## src/rtl/time_pkg.sv

```systemverilog
// Shared constants and types for the HH:MM:SS timekeeping core.
package time_pkg;

  localparam int unsigned BCD_W            = 4;
  localparam int unsigned MIN_T_MAX        = 5;
  localparam int unsigned HR_T_MAX         = 2;
  localparam int unsigned HR_WRAP_UNITS    = 3;
  localparam int unsigned TICK_DIV_DEFAULT = 100_000_000;

  // Field moduli derived from the digit limits: 60 for minutes, 24 for hours.
  localparam int unsigned MIN_MOD = (MIN_T_MAX + 1) * 10;
  localparam int unsigned HR_MOD  = HR_T_MAX * 10 + HR_WRAP_UNITS + 1;

  typedef logic [BCD_W-1:0] bcd_t;

endpackage

```

## src/rtl/hhmm_time_counter_if.sv

```systemverilog
// Control and display bundle between the mode FSM/display side and the time counter.
interface hhmm_time_counter_if;
  import time_pkg::*;

  logic        en;
  logic        min_up;
  logic        min_dn;
  logic        hr_up;
  logic        hr_dn;
  bcd_t        hr_t;
  bcd_t        hr_u;
  bcd_t        min_t;
  bcd_t        min_u;
  logic [5:0]  sec;
  logic [15:0] hhmm;
  logic        min_tick;
  logic        blink;

  modport master (
    output en, min_up, min_dn, hr_up, hr_dn,
    input  hr_t, hr_u, min_t, min_u, sec, hhmm, min_tick, blink
  );

  modport slave (
    input  en, min_up, min_dn, hr_up, hr_dn,
    output hr_t, hr_u, min_t, min_u, sec, hhmm, min_tick, blink
  );

endinterface

```

## src/rtl/bcd_digit_pair.sv

```systemverilog
// Two-digit BCD modulo counter with increment/decrement and a carry-out on increment wrap.
module bcd_digit_pair
  import time_pkg::*;
#(
  parameter int unsigned Modulus = 60
) (
  input  logic clk,
  input  logic rst,
  input  logic inc_i,
  input  logic dec_i,
  output bcd_t tens_o,
  output bcd_t units_o,
  output logic carry_o
);

  localparam bcd_t TMax = bcd_t'((Modulus - 1) / 10);
  localparam bcd_t UMax = bcd_t'((Modulus - 1) % 10);

  bcd_t tens_q, tens_d;
  bcd_t units_q, units_d;
  logic at_max, at_zero, do_inc, do_dec;

  always_comb begin
    tens_d  = tens_q;
    units_d = units_q;
    do_inc  = inc_i & ~dec_i;
    do_dec  = dec_i & ~inc_i;
    at_max  = (tens_q == TMax) && (units_q == UMax);
    at_zero = (tens_q == '0) && (units_q == '0);
    carry_o = do_inc & at_max;

    if (do_inc) begin
      if (at_max) begin
        tens_d  = '0;
        units_d = '0;
      end else if (units_q == bcd_t'(9)) begin
        tens_d  = tens_q + bcd_t'(1);
        units_d = '0;
      end else begin
        units_d = units_q + bcd_t'(1);
      end
    end else if (do_dec) begin
      if (at_zero) begin
        tens_d  = TMax;
        units_d = UMax;
      end else if (units_q == '0) begin
        tens_d  = tens_q - bcd_t'(1);
        units_d = bcd_t'(9);
      end else begin
        units_d = units_q - bcd_t'(1);
      end
    end
  end

  always_ff @(posedge clk or negedge rst) begin
    if (!rst) begin
      tens_q  <= '0;
      units_q <= '0;
    end else begin
      tens_q  <= tens_d;
      units_q <= units_d;
    end
  end

  assign tens_o  = tens_q;
  assign units_o = units_q;

endmodule

```

## src/rtl/hhmm_time_counter.sv

```systemverilog
// 24-hour BCD time-of-day counter with prescaler, per-field adjust and decimal-point blink.
module hhmm_time_counter
  import time_pkg::*;
#(
  parameter int unsigned TICK_DIV = TICK_DIV_DEFAULT,
  parameter int unsigned SEC_MAX  = 59
) (
  input  logic              clk,
  input  logic              rst,
  hhmm_time_counter_if.slave bus
);

  localparam int unsigned PW = $clog2(TICK_DIV);
  localparam logic [PW-1:0] PRESC_LAST = PW'(TICK_DIV - 1);
  localparam logic [PW-1:0] PRESC_HALF = PW'(TICK_DIV / 2);
  localparam logic [5:0]    SEC_LAST   = 6'(SEC_MAX);

  logic [PW-1:0] presc_q, presc_d;
  logic [5:0]    sec_q, sec_d;
  logic          min_tick_q;
  logic          blink_q, blink_d;

  logic tick, any_adj, sec_carry;
  logic min_up_v, min_dn_v, hr_up_v, hr_dn_v;
  logic min_inc, hr_inc, min_carry;
  logic unused_day_wrap;
  bcd_t min_tens, min_units, hr_tens, hr_units;

  always_comb begin
    min_up_v  = bus.min_up & ~bus.min_dn;
    min_dn_v  = bus.min_dn & ~bus.min_up;
    hr_up_v   = bus.hr_up & ~bus.hr_dn;
    hr_dn_v   = bus.hr_dn & ~bus.hr_up;
    any_adj   = min_up_v | min_dn_v | hr_up_v | hr_dn_v;
    tick      = bus.en && (presc_q == PRESC_LAST);
    // An adjust in the same cycle swallows the tick and its carry.
    sec_carry = tick && (sec_q == SEC_LAST) && !any_adj;

    presc_d = presc_q;
    sec_d   = sec_q;
    if (any_adj) begin
      presc_d = '0;
      sec_d   = '0;
    end else if (bus.en) begin
      presc_d = tick ? '0 : presc_q + PW'(1);
      if (tick) begin
        sec_d = (sec_q == SEC_LAST) ? '0 : sec_q + 6'd1;
      end
    end

    blink_d = bus.en ? (presc_q < PRESC_HALF) : 1'b1;
    min_inc = min_up_v | sec_carry;
    hr_inc  = hr_up_v | (min_carry & sec_carry);
  end

  always_ff @(posedge clk or negedge rst) begin
    if (!rst) begin
      presc_q    <= '0;
      sec_q      <= '0;
      min_tick_q <= 1'b0;
      blink_q    <= 1'b0;
    end else begin
      presc_q    <= presc_d;
      sec_q      <= sec_d;
      min_tick_q <= sec_carry;
      blink_q    <= blink_d;
    end
  end

  bcd_digit_pair #(
    .Modulus(MIN_MOD)
  ) u_min (
    .clk    (clk),
    .rst    (rst),
    .inc_i  (min_inc),
    .dec_i  (min_dn_v),
    .tens_o (min_tens),
    .units_o(min_units),
    .carry_o(min_carry)
  );

  // Hours wrap 23->00 with nothing downstream, so their carry-out is dropped.
  bcd_digit_pair #(
    .Modulus(HR_MOD)
  ) u_hr (
    .clk    (clk),
    .rst    (rst),
    .inc_i  (hr_inc),
    .dec_i  (hr_dn_v),
    .tens_o (hr_tens),
    .units_o(hr_units),
    .carry_o(unused_day_wrap)
  );

  assign bus.hr_t     = hr_tens;
  assign bus.hr_u     = hr_units;
  assign bus.min_t    = min_tens;
  assign bus.min_u    = min_units;
  assign bus.sec      = sec_q;
  assign bus.hhmm     = {hr_tens, hr_units, min_tens, min_units};
  assign bus.min_tick = min_tick_q;
  assign bus.blink    = blink_q;

endmodule

```

## src/flat_wrapper.sv

```systemverilog
// flat-port wrapper written by rule: the top's interface ports become plain ports
module hhmm_time_counter_flat import time_pkg::*;
#(
  parameter int unsigned TICK_DIV = TICK_DIV_DEFAULT,
  parameter int unsigned SEC_MAX  = 59
)
  (clk, rst, bus_en, bus_min_up, bus_min_dn, bus_hr_up, bus_hr_dn, bus_hr_t, bus_hr_u, bus_min_t, bus_min_u, bus_sec, bus_hhmm, bus_min_tick, bus_blink);
  hhmm_time_counter_if bus_i ();
  input  logic clk;
  input  logic rst;
  input wire logic [$bits(bus_i.en)-1:0] bus_en;
  input wire logic [$bits(bus_i.min_up)-1:0] bus_min_up;
  input wire logic [$bits(bus_i.min_dn)-1:0] bus_min_dn;
  input wire logic [$bits(bus_i.hr_up)-1:0] bus_hr_up;
  input wire logic [$bits(bus_i.hr_dn)-1:0] bus_hr_dn;
  output wire logic [$bits(bus_i.hr_t)-1:0] bus_hr_t;
  output wire logic [$bits(bus_i.hr_u)-1:0] bus_hr_u;
  output wire logic [$bits(bus_i.min_t)-1:0] bus_min_t;
  output wire logic [$bits(bus_i.min_u)-1:0] bus_min_u;
  output wire logic [$bits(bus_i.sec)-1:0] bus_sec;
  output wire logic [$bits(bus_i.hhmm)-1:0] bus_hhmm;
  output wire logic [$bits(bus_i.min_tick)-1:0] bus_min_tick;
  output wire logic [$bits(bus_i.blink)-1:0] bus_blink;
  assign bus_i.en = bus_en;
  assign bus_i.min_up = bus_min_up;
  assign bus_i.min_dn = bus_min_dn;
  assign bus_i.hr_up = bus_hr_up;
  assign bus_i.hr_dn = bus_hr_dn;
  assign bus_hr_t = bus_i.hr_t;
  assign bus_hr_u = bus_i.hr_u;
  assign bus_min_t = bus_i.min_t;
  assign bus_min_u = bus_i.min_u;
  assign bus_sec = bus_i.sec;
  assign bus_hhmm = bus_i.hhmm;
  assign bus_min_tick = bus_i.min_tick;
  assign bus_blink = bus_i.blink;
  hhmm_time_counter #(.TICK_DIV(TICK_DIV), .SEC_MAX(SEC_MAX)) u_core (.clk(clk), .rst(rst), .bus(bus_i));
endmodule
```

## config.mk

```make
export PLATFORM = sky130hd
export DESIGN_NAME = hhmm_time_counter_flat
export DESIGN_NICKNAME = d
export VERILOG_FILES = /design/src/rtl/time_pkg.sv /design/src/rtl/hhmm_time_counter_if.sv /design/src/rtl/bcd_digit_pair.sv /design/src/rtl/hhmm_time_counter.sv /design/src/flat_wrapper.sv
export SDC_FILE = /design/constraint.sdc
export NUM_CORES = 1
export LEC_CHECK = 0
export ABC_AREA = 1
export BUFFER_PORTS_ARGS = -buffer_cell sky130_fd_sc_hd__buf_2
export CAP_MARGIN = 20
export CORE_MARGIN = 4
export CORE_UTILIZATION = 54
export CTS_CLUSTER_DIAMETER = 60
export DETAILED_ROUTE_END_ITERATION = 7
export PLACE_DENSITY = 0.9
export SYNTH_ARGS = -nofsm -noshare
export SYNTH_HDL_FRONTEND = slang
export SYNTH_HIERARCHICAL = 1
export SYNTH_SLANG_ARGS = --single-unit
export TNS_END_PERCENT = 10
```

## constraint.sdc

```tcl
create_clock -name clk -period 3 [get_ports clk]
set_input_delay 0.3 -clock clk [delete_from_list [all_inputs] [get_ports clk]]
set_output_delay 0.3 -clock clk [all_outputs]
set_load 0.01 [all_outputs]
```

==> flow_summary.json, run 1 <==
{
  "status": "finished clean",
  "place.gp.congestion": 0.9513,
  "synth_cells": 600,
  "grtUsageTotal": 0.2197,
  "cpPeakStageDelay_ps": 420,
  "first_iter_violations": 351,
  "tightest_slew_ps": 762.7,
  "worst-path-buf-inv": 3,
  "root_buffer": "clkbuf_8",
  "synth.avg_cell_area_um2": 6.742,
  "cp_cell_sequence": "ha_4, nand2_2, nor2_8, nand2_2, inv_2, nand2_1, nor2_2, nand2_1, o21bai_2, ha_2, nand2_2, nor2_1, nand4_1, nand2_2, inv_1, ha_4, inv_2, o21ai_0, nand2_1, nand2_1",
  "period_needed_ps": 2787,
  "drv_cap": 0,
  "relSlewSlack": 0.4900,
  "initial_utilization": 0.5577,
  "grt_pass1_wl_um": 16040,
  "fmax_mhz": 358.8,
  "min_path_type": "input port to flip-flop",
  "p_per_area_mw_per_mm2": 609.8,
  "core_mm2": 0.007253,
  "wl_per_cell_um": 12.98,
  "via_count": 3954,
  "ir_worst_vdd_mv": 0.2049,
  "endpoint_kind": "flip-flop",
  "postLayoutCellArea_mm2": 0.004442,
  "fill_cells": 654,
  "portBuffers": 46,
  "r2r_slack_ps": 210,
  "yosysWarnings": 6,
  "final_nets": 668,
  "rows": 31,
  "cp_data_required_time_ps": 3220,
  "layout-area-overhead-vs-synth_pct": 9.805,
  "grt_overflow": 0,
  "path_delay_family": "simple AND/OR/NAND/NOR gates",
  "detail-route-antenna-nets": 0,
  "dp_hpwl_um": 7107,
  "wl_um": 9608,
  "place_area_mm2": 0.004270,
  "finalHoldViolCount": 0,
  "finalClockSkew_ps": 6.064,
  "switching_share": 0.4666,
  "tritoncts": "yes",
  "switchingPower_uw": 1264,
  "diodes": 0,
  "die_h_um": 94.55,
  "antenna_found_initial": 0,
  "clockBufferDepth": 2,
  "ios": 47,
  "clkPwrFrac": 0.156,
  "p_int_uw": 1445,
  "slowest_stage": "dfrtp_1",
  "power.leakage_uw": 0.002286,
  "cp-start-kind": "flip-flop",
  "clk_pin_slew_ps": 100,
  "synth_nets": 628,
  "slew_violations": 0,
  "grt_max_degree": 28,
  "clock_latency_ps": 310,
  "dieWidth_um": 94.55,
  "fin_crit_sh": 0.9289,
  "setup_viol": 0,
  "cts.sinks": 51,
  "tns_ps": 0,
  "grt_pass1_vias": 3675,
  "first_pass_iters": 7,
  "syn-cell-area_mm2": 0.004045,
  "drc": 0,
  "viasPerCell": 5.343,
  "h-tree-depth": 2,
  "cts_made_buffers": 5,
  "p_comb_frac": 0.466,
  "drive_above_1_share": 0.1810,
  "dieArea_mm2": 0.008940,
  "crit_arrival_ps": 3000,
  "path_class": "flip-flop to flip-flop",
  "critPathMaxFanout": 5,
  "p_seq_frac": 0.378
}
==> state kept, by name, indices dropped and copies added (netlist names) <==
| signal | flops |
|---|---|
| u_core/bus.sec | 6 |
| u_core/presc_q | 27 |
| u_core/bus.min_tick | 1 |
| u_core/u_hr/tens_o | 4 |
| u_core/u_hr/units_o | 4 |
| u_core/u_min/tens_o | 4 |
| u_core/bus.blink | 1 |
| u_core/u_min/units_o | 4 |
==> power groups by stage <==
stage | Clock [uW] | Sequential (uW) | Combinational [uW]
2_1_floorplan | 0 | 1010 | 994
3_3_place_gp | 0 | 1030 | 1180
3_5_place_dp | 0 | 1040 | 1220
4_1_cts | 432 | 1020 | 1230
5_1_grt | 463 | 1050 | 1400
6_report | 422 | 1020 | 1260
==> per-stage QoR <==
| stage | total power [uW] | util | hold slack, ps | cells | worst slack [ps] |
|---|---|---|---|---|---|
| after floorplan | 2007 | - | 4.409 | 600 | 146.2 |
| after global placement | 2205 | 0.5888 | 316.9 | 728 | 136.9 |
| after detailed placement | 2255 | 0.5888 | 324.9 | 728 | -13.46 |
| after CTS | 2688 | 0.6032 | 295.4 | 737 | -28.32 |
| after global routing | 2918 | 0.6124 | 300.2 | 740 | -8.374 |
| final | 2709 | 0.6124 | 302.8 | 740 | 213.3 |
==> cell usage in the layout, fill, tap and decap left out, types with 8 or more instances in the layout <==
cell type,instances
a21oi_1,9
buf_2,46
buf_4,10
dfrtp_1,51
ha_1,17
inv_1,77
inv_2,8
nand2_1,174
nand2_2,17
nand3_1,46
nand4_1,29
nor2_1,77
o21ai_0,15
xor2_1,13
==> worst paths after layout <==
path / start / to / cells after the start
min: bus_en / u_core/bus.blink$_DFF_PN0_ / 2
min reg2reg: u_core/bus.sec[1]$_DFFE_PN0P_ / u_core/bus.sec[1]$_DFFE_PN0P_ / 2
max in group asynchronous: rst / u_core/presc_q[1]$_DFFE_PN0P_ / 3
max reg2reg: u_core/presc_q[1]$_DFFE_PN0P_ / u_core/u_hr/units_o[0]$_DFFE_PN0P_ / 20
max: u_core/presc_q[1]$_DFFE_PN0P_ / u_core/u_hr/units_o[0]$_DFFE_PN0P_ / 20
min in group asynchronous: rst / u_core/u_min/tens_o[3]$_DFFE_PN0P_ / 2
==> timing repair <==
action / in CTS / in global routing
hold buffers: 1 / 0
gates resized for setup: 1 / 8
pin swaps: 0 / 2
buffers inserted: 0 / 3
endpoints found under the hold margin: 24 / 0
setup endpoints to repair: 8 / 8
==> worst reg2reg max path, cell delays in order, from the launching register on <==
cell	delay [ps]
dfrtp_1	420
ha_4	170
nand2_2	90
nor2_8	120
nand2_2	90
inv_2	70
nand2_1	60
nor2_2	120
nand2_1	90
o21bai_2	150
ha_2	210
nand2_2	100
nor2_1	100
nand4_1	120
nand2_2	120
inv_1	80
ha_4	260
inv_2	80
o21ai_0	100
nand2_1	90
nand2_1	60
==> cell type report <==
type | count | area [um^2] | area share
timing repair buffer | 57 | 315.3 | 0.07099
clock buffer | 5 | 68.82 | 0.01549
tap | 99 | 123.9 | 0.02789
sequential | 51 | 1276 | 0.2873
clock inverter | 3 | 23.77 | 0.005352
multi-input combinational | 437 | 2298 | 0.5175
inverter | 88 | 335.3 | 0.07549
==> routing by layer <==
metal,vias to the layer above,wire length (um),GRT usage
met5,-,0,0
met4,0,167,0.08534
met3,23,617,0.03028
met2,174,4797,0.3907
met1,1811,4027,0.2684
li1,1946,-,-
Note: power is estimated with default switching activity, not from simulation.
==> inputs of run 2 (changes only) <==
--- a/config.mk
+++ b/config.mk
@@ -8,11 +8,14 @@
 export ABC_AREA = 1
 export BUFFER_PORTS_ARGS = -buffer_cell sky130_fd_sc_hd__buf_2
 export CAP_MARGIN = 20
+export CELL_PAD_IN_SITES_DETAIL_PLACEMENT = 1
+export CELL_PAD_IN_SITES_GLOBAL_PLACEMENT = 2
 export CORE_MARGIN = 4
-export CORE_UTILIZATION = 54
+export CORE_UTILIZATION = 30
 export CTS_CLUSTER_DIAMETER = 60
 export DETAILED_ROUTE_END_ITERATION = 7
 export PLACE_DENSITY = 0.9
+export RECOVER_POWER = 100
 export SYNTH_ARGS = -nofsm -noshare
 export SYNTH_HDL_FRONTEND = slang
 export SYNTH_HIERARCHICAL = 1
==> flow_summary.json, run 2 (synthesis results as in run 1) <==
{
  "status": "finished clean",
  "grt_overflow": 0,
  "setup_viol": 0,
  "dp_hpwl_um": 8868,
  "grt_max_degree": 52,
  "finalHoldViolCount": 0,
  "p_per_area_mw_per_mm2": 622.4,
  "top_register": "u_core/presc_q",
  "clock_latency_ps": 300,
  "grtUsageTotal": 0.1581,
  "setup_ws_ps": 282.1,
  "die_h_um": 124.1,
  "drc": 0,
  "clk_pin_slew_ps": 70,
  "rows": 42,
  "cp-start-kind": "flip-flop",
  "ir_worst_vdd_mv": 0.2727,
  "cts.sinks": 51,
  "dieWidth_um": 124.1,
  "diodes": 0,
  "crit_arrival_ps": 2910,
  "cp_data_required_time_ps": 3190,
  "first_iter_violations": 214,
  "ios": 47,
  "r2r_slack_ps": 280,
  "startpoint": "u_core/presc_q[1]$_DFFE_PN0P_",
  "critPathMaxFanout": 5,
  "endpoint_kind": "flip-flop",
  "finalClockSkew_ps": 6.032,
  "clockBufferDepth": 2,
  "viasPerCell": 4.748,
  "ff_latch_area_mm2": 0.001279,
  "drive_above_1_share": 0.1147,
  "final_nets": 672,
  "portBuffers": 46,
  "slew_violations": 0,
  "period_needed_ps": 2718,
  "initial_utilization": 0.3055,
  "post-route-util": 0.3433,
  "tritoncts": "yes",
  "multiInputGateArea_mm2": 0.002282,
  "place.gp.congestion": 0.9135,
  "drv_cap": 0,
  "fmax_mhz": 367.9,
  "layout_common_cells": "178 x nand2_1, 79 x inv_1, 76 x nor2_1, 49 x dfrtp_1, 46 x nand3_1",
  "largest_reg_flops": 27,
  "dieArea_mm2": 0.01541,
  "wl_um": 11690,
  "layout-area-overhead-vs-synth_pct": 12.37,
  "antenna_found_initial": 0,
  "grt_pass1_wl_um": 19470,
  "h-tree-depth": 2,
  "wl_per_cell_um": 14.24,
  "postCtsHoldBufs": 0,
  "final_common_cell": "nand2_1",
  "root_buffer": "clkbuf_16",
  "r2r_start": "u_core/presc_q[1]$_DFFE_PN0P_",
  "detail-route-antenna-nets": 0,
  "rsz0062_at_grt": "no",
  "fin_crit_sh": 0.9060,
  "core_mm2": 0.01324,
  "min_from": "bus_en",
  "first_pass_iters": 5,
  "fill_cells": 1744,
  "tightest_slew_ps": 1369,
  "pre_cts_ws_ps": -111.8,
  "grt_pass1_vias": 4099,
  "relSlewSlack": 0.08726,
  "via_count": 3898,
  "cts_made_buffers": 5,
  "path_class": "flip-flop to flip-flop",
  "power.leakage_uw": 0.002201,
  "min_path_type": "input port to flip-flop"
}
## run 2: cell count changes in the layout (fill, tap and decap cells not counted), moves of 2 or more
cell       before  now
clkbuf_8        5    0
inv_2           8    5
dfrtp_2         0    2
buf_4          10   13
buf_2          46    5
nand2_2        17   14
clkbuf_16       0    5
clkbuf_1        0   43
dfrtp_1        51   49
nand2_1       174  178
inv_1          77   79
## run 2: final timing paths
kind / endpoint / depth (start not counted)
max: u_core/u_hr/units_o[0]$_DFFE_PN0P_ / 20
min: u_core/bus.blink$_DFF_PN0_ / 2
max reg2reg: u_core/u_hr/units_o[0]$_DFFE_PN0P_ / 20
min reg2reg: u_core/presc_q[25]$_DFFE_PN0P_ / 2
max in group asynchronous: u_core/presc_q[24]$_DFFE_PN0P_ / 2
min in group asynchronous: u_core/u_hr/units_o[0]$_DFFE_PN0P_ / 2
## run 2: power by group
group | leakage (uW) | switching [uW] | total (uW) | internal (uW)
combinational | 0.00146 | 772 | 1200 | 432
sequential | 0.000675 | 254 | 1040 | 790
clock | 0.0000669 | 272 | 581 | 309
total | 0.00220 | 1300 | 2830 | 1530
## run 2: what timing repair did
item	CTS	global route
endpoints found under the setup margin	6	8
pin swaps	1	7
gates resized for setup	3	11
setup buffers	2	6
## run 2: worst max-delay path, cell delays in order (launching register included)
cell and delay (ps):
dfrtp_1 410, ha_4 170, nand2_2 80, nor2_8 130
nand2_4 80, inv_4 80, nand2_1 60, nor2_2 110
nand2_1 70, o21bai_1 180, ha_2 230, nand2_2 80
nor2_2 80, nand4_1 100, nand2_2 130, inv_1 80
ha_4 250, inv_2 90, o21ai_0 80, nand2_1 70
nand2_1 50
## run 2: routing by layer
metal / track usage / part of all wire / vias to the layer above
li1: - / - / 1953
met1: 0.1933 / 0.45 / 1889
met2: 0.2824 / 0.50 / 48
met3: 0.03134 / 0.032 / 8
met4: 0.04244 / 0.0093 / 0
met5: 0 / 0 / -
## run 2: metrics by stage
| stage | power [uW] | area (um^2) | instances | setup TNS (ps) | hold WS, ps |
|---|---|---|---|---|---|
| after floorplan | 2007 | 4045 | 600 | 0 | 4.409 |
| after global placement | 2258 | 4367 | 805 | 0 | 485.7 |
| after detailed placement | 2306 | 4367 | 805 | -501.8 | 491.3 |
| after CTS | 2912 | 4528 | 815 | -20.91 | 159.2 |
| after global routing | 3101 | 4546 | 821 | 0 | 335.6 |
| final | 2829 | 4546 | 821 | 0 | 336.4 |
## run 2: cell type report
cell class,instances,area share
multi-input cells,437,0.5021
flip-flops and latches,51,0.2813
clock buffers,6,0.02835
inverters,88,0.07432
clock inverters,2,0.002753
repair buffers,61,0.06276
well taps,176,0.04844
==> inputs of run 3 (changes only) <==
--- a/config.mk
+++ b/config.mk
@@ -5,16 +5,15 @@
 export SDC_FILE = /design/constraint.sdc
 export NUM_CORES = 1
 export LEC_CHECK = 0
-export ABC_AREA = 1
-export BUFFER_PORTS_ARGS = -buffer_cell sky130_fd_sc_hd__buf_2
+export BUFFER_PORTS_ARGS = -buffer_cell sky130_fd_sc_hd__buf_4
 export CAP_MARGIN = 20
 export CELL_PAD_IN_SITES_DETAIL_PLACEMENT = 1
 export CELL_PAD_IN_SITES_GLOBAL_PLACEMENT = 2
 export CORE_MARGIN = 4
-export CORE_UTILIZATION = 30
+export CORE_UTILIZATION = 32
 export CTS_CLUSTER_DIAMETER = 60
 export DETAILED_ROUTE_END_ITERATION = 7
-export PLACE_DENSITY = 0.9
+export PLACE_DENSITY = 0.89
 export RECOVER_POWER = 100
 export SYNTH_ARGS = -nofsm -noshare
 export SYNTH_HDL_FRONTEND = slang
==> flow_summary.json, run 3 <==
{
  "ys.flop_type": "dfrtp_1",
  "clk_pin_slew_ps": 70,
  "detail-route-antenna-nets": 0,
  "period_needed_ps": 3401,
  "p_seq_frac": 0.342,
  "synth_top_area_frac": 0.3454,
  "grtUsageTotal": 0.2010,
  "wl_um": 13730,
  "synth-xor-area-share": 0.04504,
  "endpoint_kind": "flip-flop",
  "first_iter_violations": 392,
  "dieWidth_um": 115.5,
  "switching_share": 0.4045,
  "layout-area-overhead-vs-synth_pct": 32.34,
  "syn-cell-area_mm2": 0.003695,
  "cts_made_buffers": 5,
  "slew_violations": 0,
  "setup_viol": 8,
  "grt_overflow": 0,
  "clkPwrFrac": 0.230,
  "grt_pass1_vias": 4155,
  "viasPerCell": 5.701,
  "die_h_um": 115.5,
  "wl_per_cell_um": 19.95,
  "fmax_mhz": 294.0,
  "synth.avg_cell_area_um2": 8.573,
  "synth_top_cell_by_area": "dfrtp_1",
  "reg2reg_depth": 17,
  "synth_seq_area_share": 0.3454,
  "synth-compound-area-share": 0.1619,
  "drc": 0,
  "synth_common_cells": "51 x dfrtp_1, 40 x nor2_1, 37 x nand2_1",
  "clock_latency_ps": 300,
  "place.gp.congestion": 0.8611,
  "synth_seq_cells": 51,
  "violations": "setup timing",
  "final_nets": 575,
  "path_class": "flip-flop to flip-flop",
  "r2r_start": "u_core/presc_q[1]$_DFFE_PN0P_",
  "synth-adder-area-share": 0.07382,
  "h-tree-depth": 2,
  "switchingPower_uw": 1087,
  "first_pass_iters": 5,
  "clockBufferDepth": 2,
  "synthArstFlopShare": 1.000,
  "top_register": "u_core/presc_q",
  "largest_reg_flops": 27,
  "critPathMaxFanout": 5,
  "finalHoldViolCount": 0,
  "core_mm2": 0.01108,
  "root_buffer": "clkbuf_16",
  "min_path_type": "input port to asynchronous set/reset pin",
  "r2r-end": "u_core/u_hr/tens_o[3]$_DFFE_PN0P_",
  "ios": 47,
  "place_inst": 649,
  "synth_edf_count": 0,
  "relSlewSlack": 0.09796,
  "grt_pass1_wl_um": 21320,
  "power.leakage_uw": 0.002091,
  "synth_nets": 459,
  "yosysWarnings": 6,
  "dieArea_mm2": 0.01333,
  "antenna_found_initial": 0,
  "synthMuxAreaShare": 0.01219,
  "synth.most_common_cell": "dfrtp_1",
  "crit_arrival_ps": 3590,
  "cp-start-kind": "flip-flop",
  "fin_cells": 688,
  "portBuffers": 46,
  "diodes": 0,
  "rsz0062_at_grt": "yes",
  "p_int_uw": 1601,
  "tritoncts": "yes",
  "dp_hpwl_um": 8806,
  "ys_types": 68,
  "final_common_cell": "buf_4",
  "drv_cap": 0,
  "r2r_slack_ps": -400,
  "post_synth_main_area_contributors": "dfrtp_1 35%, ha_1 7.1%, nor2_1 4.1%, nand2_1 3.8%, nand3_1 3.7%",
  "via_count": 3922,
  "status": "complete, but fails checks",
  "synth_cells": 431,
  "setup_ws_ps": -401.3,
  "finalPower_uw": 2688,
  "cts.sinks": 51,
  "fill_cells": 1341,
  "tightest_slew_ps": 1353,
  "ir_worst_vdd_mv": 0.3548,
  "layout_common_cells": "98 x buf_4, 51 x dfrtp_1, 41 x clkbuf_1, 36 x nand2_1, 34 x nor2_1",
  "grt_max_degree": 52,
  "cp_data_required_time_ps": 3180,
  "yosys.area_share.simple": 0.2821,
  "initial_utilization": 0.3335,
  "p_comb_frac": 0.428,
  "drive_above_1_share": 0.2847,
  "p_per_area_mw_per_mm2": 549.8,
  "rows": 38,
  "synth_top_family_by_area": "simple AND/OR/NAND/NOR gates",
  "finalClockSkew_ps": 6.068,
  "fin_crit_sh": 1.134
}
run 3: metrics by stage:
| step | area (um^2) | hold WS (ps) | util | setup WS, ps | TNS (ps) |
|---|---|---|---|---|---|
| floorplan | 3726 | 4.409 | - | -438.2 | -2503 |
| global placement | 4529 | 397.3 | 0.4089 | -251.2 | -885.3 |
| detailed placement | 4529 | 405.4 | 0.4089 | -471.2 | -2176 |
| CTS | 4908 | 91.05 | 0.4431 | -312.7 | -1192 |
| global route | 4890 | 432.8 | 0.4414 | -480.3 | -2835 |
| finish | 4890 | 315.0 | 0.4414 | -401.3 | -1746 |
run 3: power by group through the flow:
stage                     logic, uW  clock network, uW  registers (uW)
after floorplan                 755                  0             955
after global placement         1160                  0             916
after detailed placement       1220                  0             927
after CTS                      1240                631             916
after global routing           1280                659             941
final                          1150                618             919
run 3: repair_timing:
| action | 4_1_cts | 5_1_grt |
|---|---|---|
| endpoints found under the setup margin | 8 | 12 |
| resized for setup | 16 | 19 |
| endpoints found under the hold margin | 0 | 0 |
| pin swaps | 16 | 16 |
| hold buffers | 0 | 0 |
| buffers inserted | 22 | 9 |
run 3: final cells by class:
| type | count | area [um^2] | area share |
|---|---|---|---|
| sequential | 51 | 1276 | 0.2610 |
| tap | 140 | 175.2 | 0.03582 |
| clock buffer | 8 | 156.4 | 0.03199 |
| inverter | 23 | 88.84 | 0.01817 |
| multi-input combinational | 322 | 2242 | 0.4585 |
| timing repair buffer | 144 | 950.9 | 0.1945 |
run 3: cell families (layout without fill, tap and decap cells):
kind of cell             after synthesis  after routing
XOR/XNOR                              19             19
AND/OR/NAND/NOR                      192            192
multiplexers                           3              3
buffers and inverters                 58            175
AO/OA/AOI/OAI                         86             86
flip-flops                            51             51
adder cells (fa/ha/maj)               22             22
run 3: critical path, stage by stage (launching register included):
cell	delay, ps
dfrtp_1	410
ha_2	210
and4_4	150
and2_4	150
nand4_1	130
nor2_2	60
or2_4	240
ha_4	180
inv_4	60
nor2_4	30
nand2_2	100
nor2_4	40
maj3_2	340
ha_4	200
buf_6	120
nand3b_1	170
o41a_2	480
a22o_1	220
run 3: layer usage:
layer  GRT usage  wire length, um
met4     0.08451              307
met2      0.3488             6950
met5           0                0
met1      0.2480             5902
met3     0.03185              568
run 3: worst max path at each step:
stage / from / to
global placement: u_core/presc_q[11]$_DFFE_PN0P_ / u_core/u_hr/tens_o[3]$_DFFE_PN0P_
detailed placement: u_core/presc_q[11]$_DFFE_PN0P_ / u_core/u_hr/tens_o[3]$_DFFE_PN0P_
finish: u_core/presc_q[1]$_DFFE_PN0P_ / u_core/u_hr/tens_o[3]$_DFFE_PN0P_
global route: u_core/presc_q[1]$_DFFE_PN0P_ / u_core/u_hr/tens_o[3]$_DFFE_PN0P_
CTS: u_core/presc_q[8]$_DFFE_PN0P_ / u_core/u_hr/tens_o[2]$_DFFE_PN0P_
floorplan: u_core/presc_q[10]$_DFFE_PN0P_ / u_core/u_hr/tens_o[2]$_DFFE_PN0P_
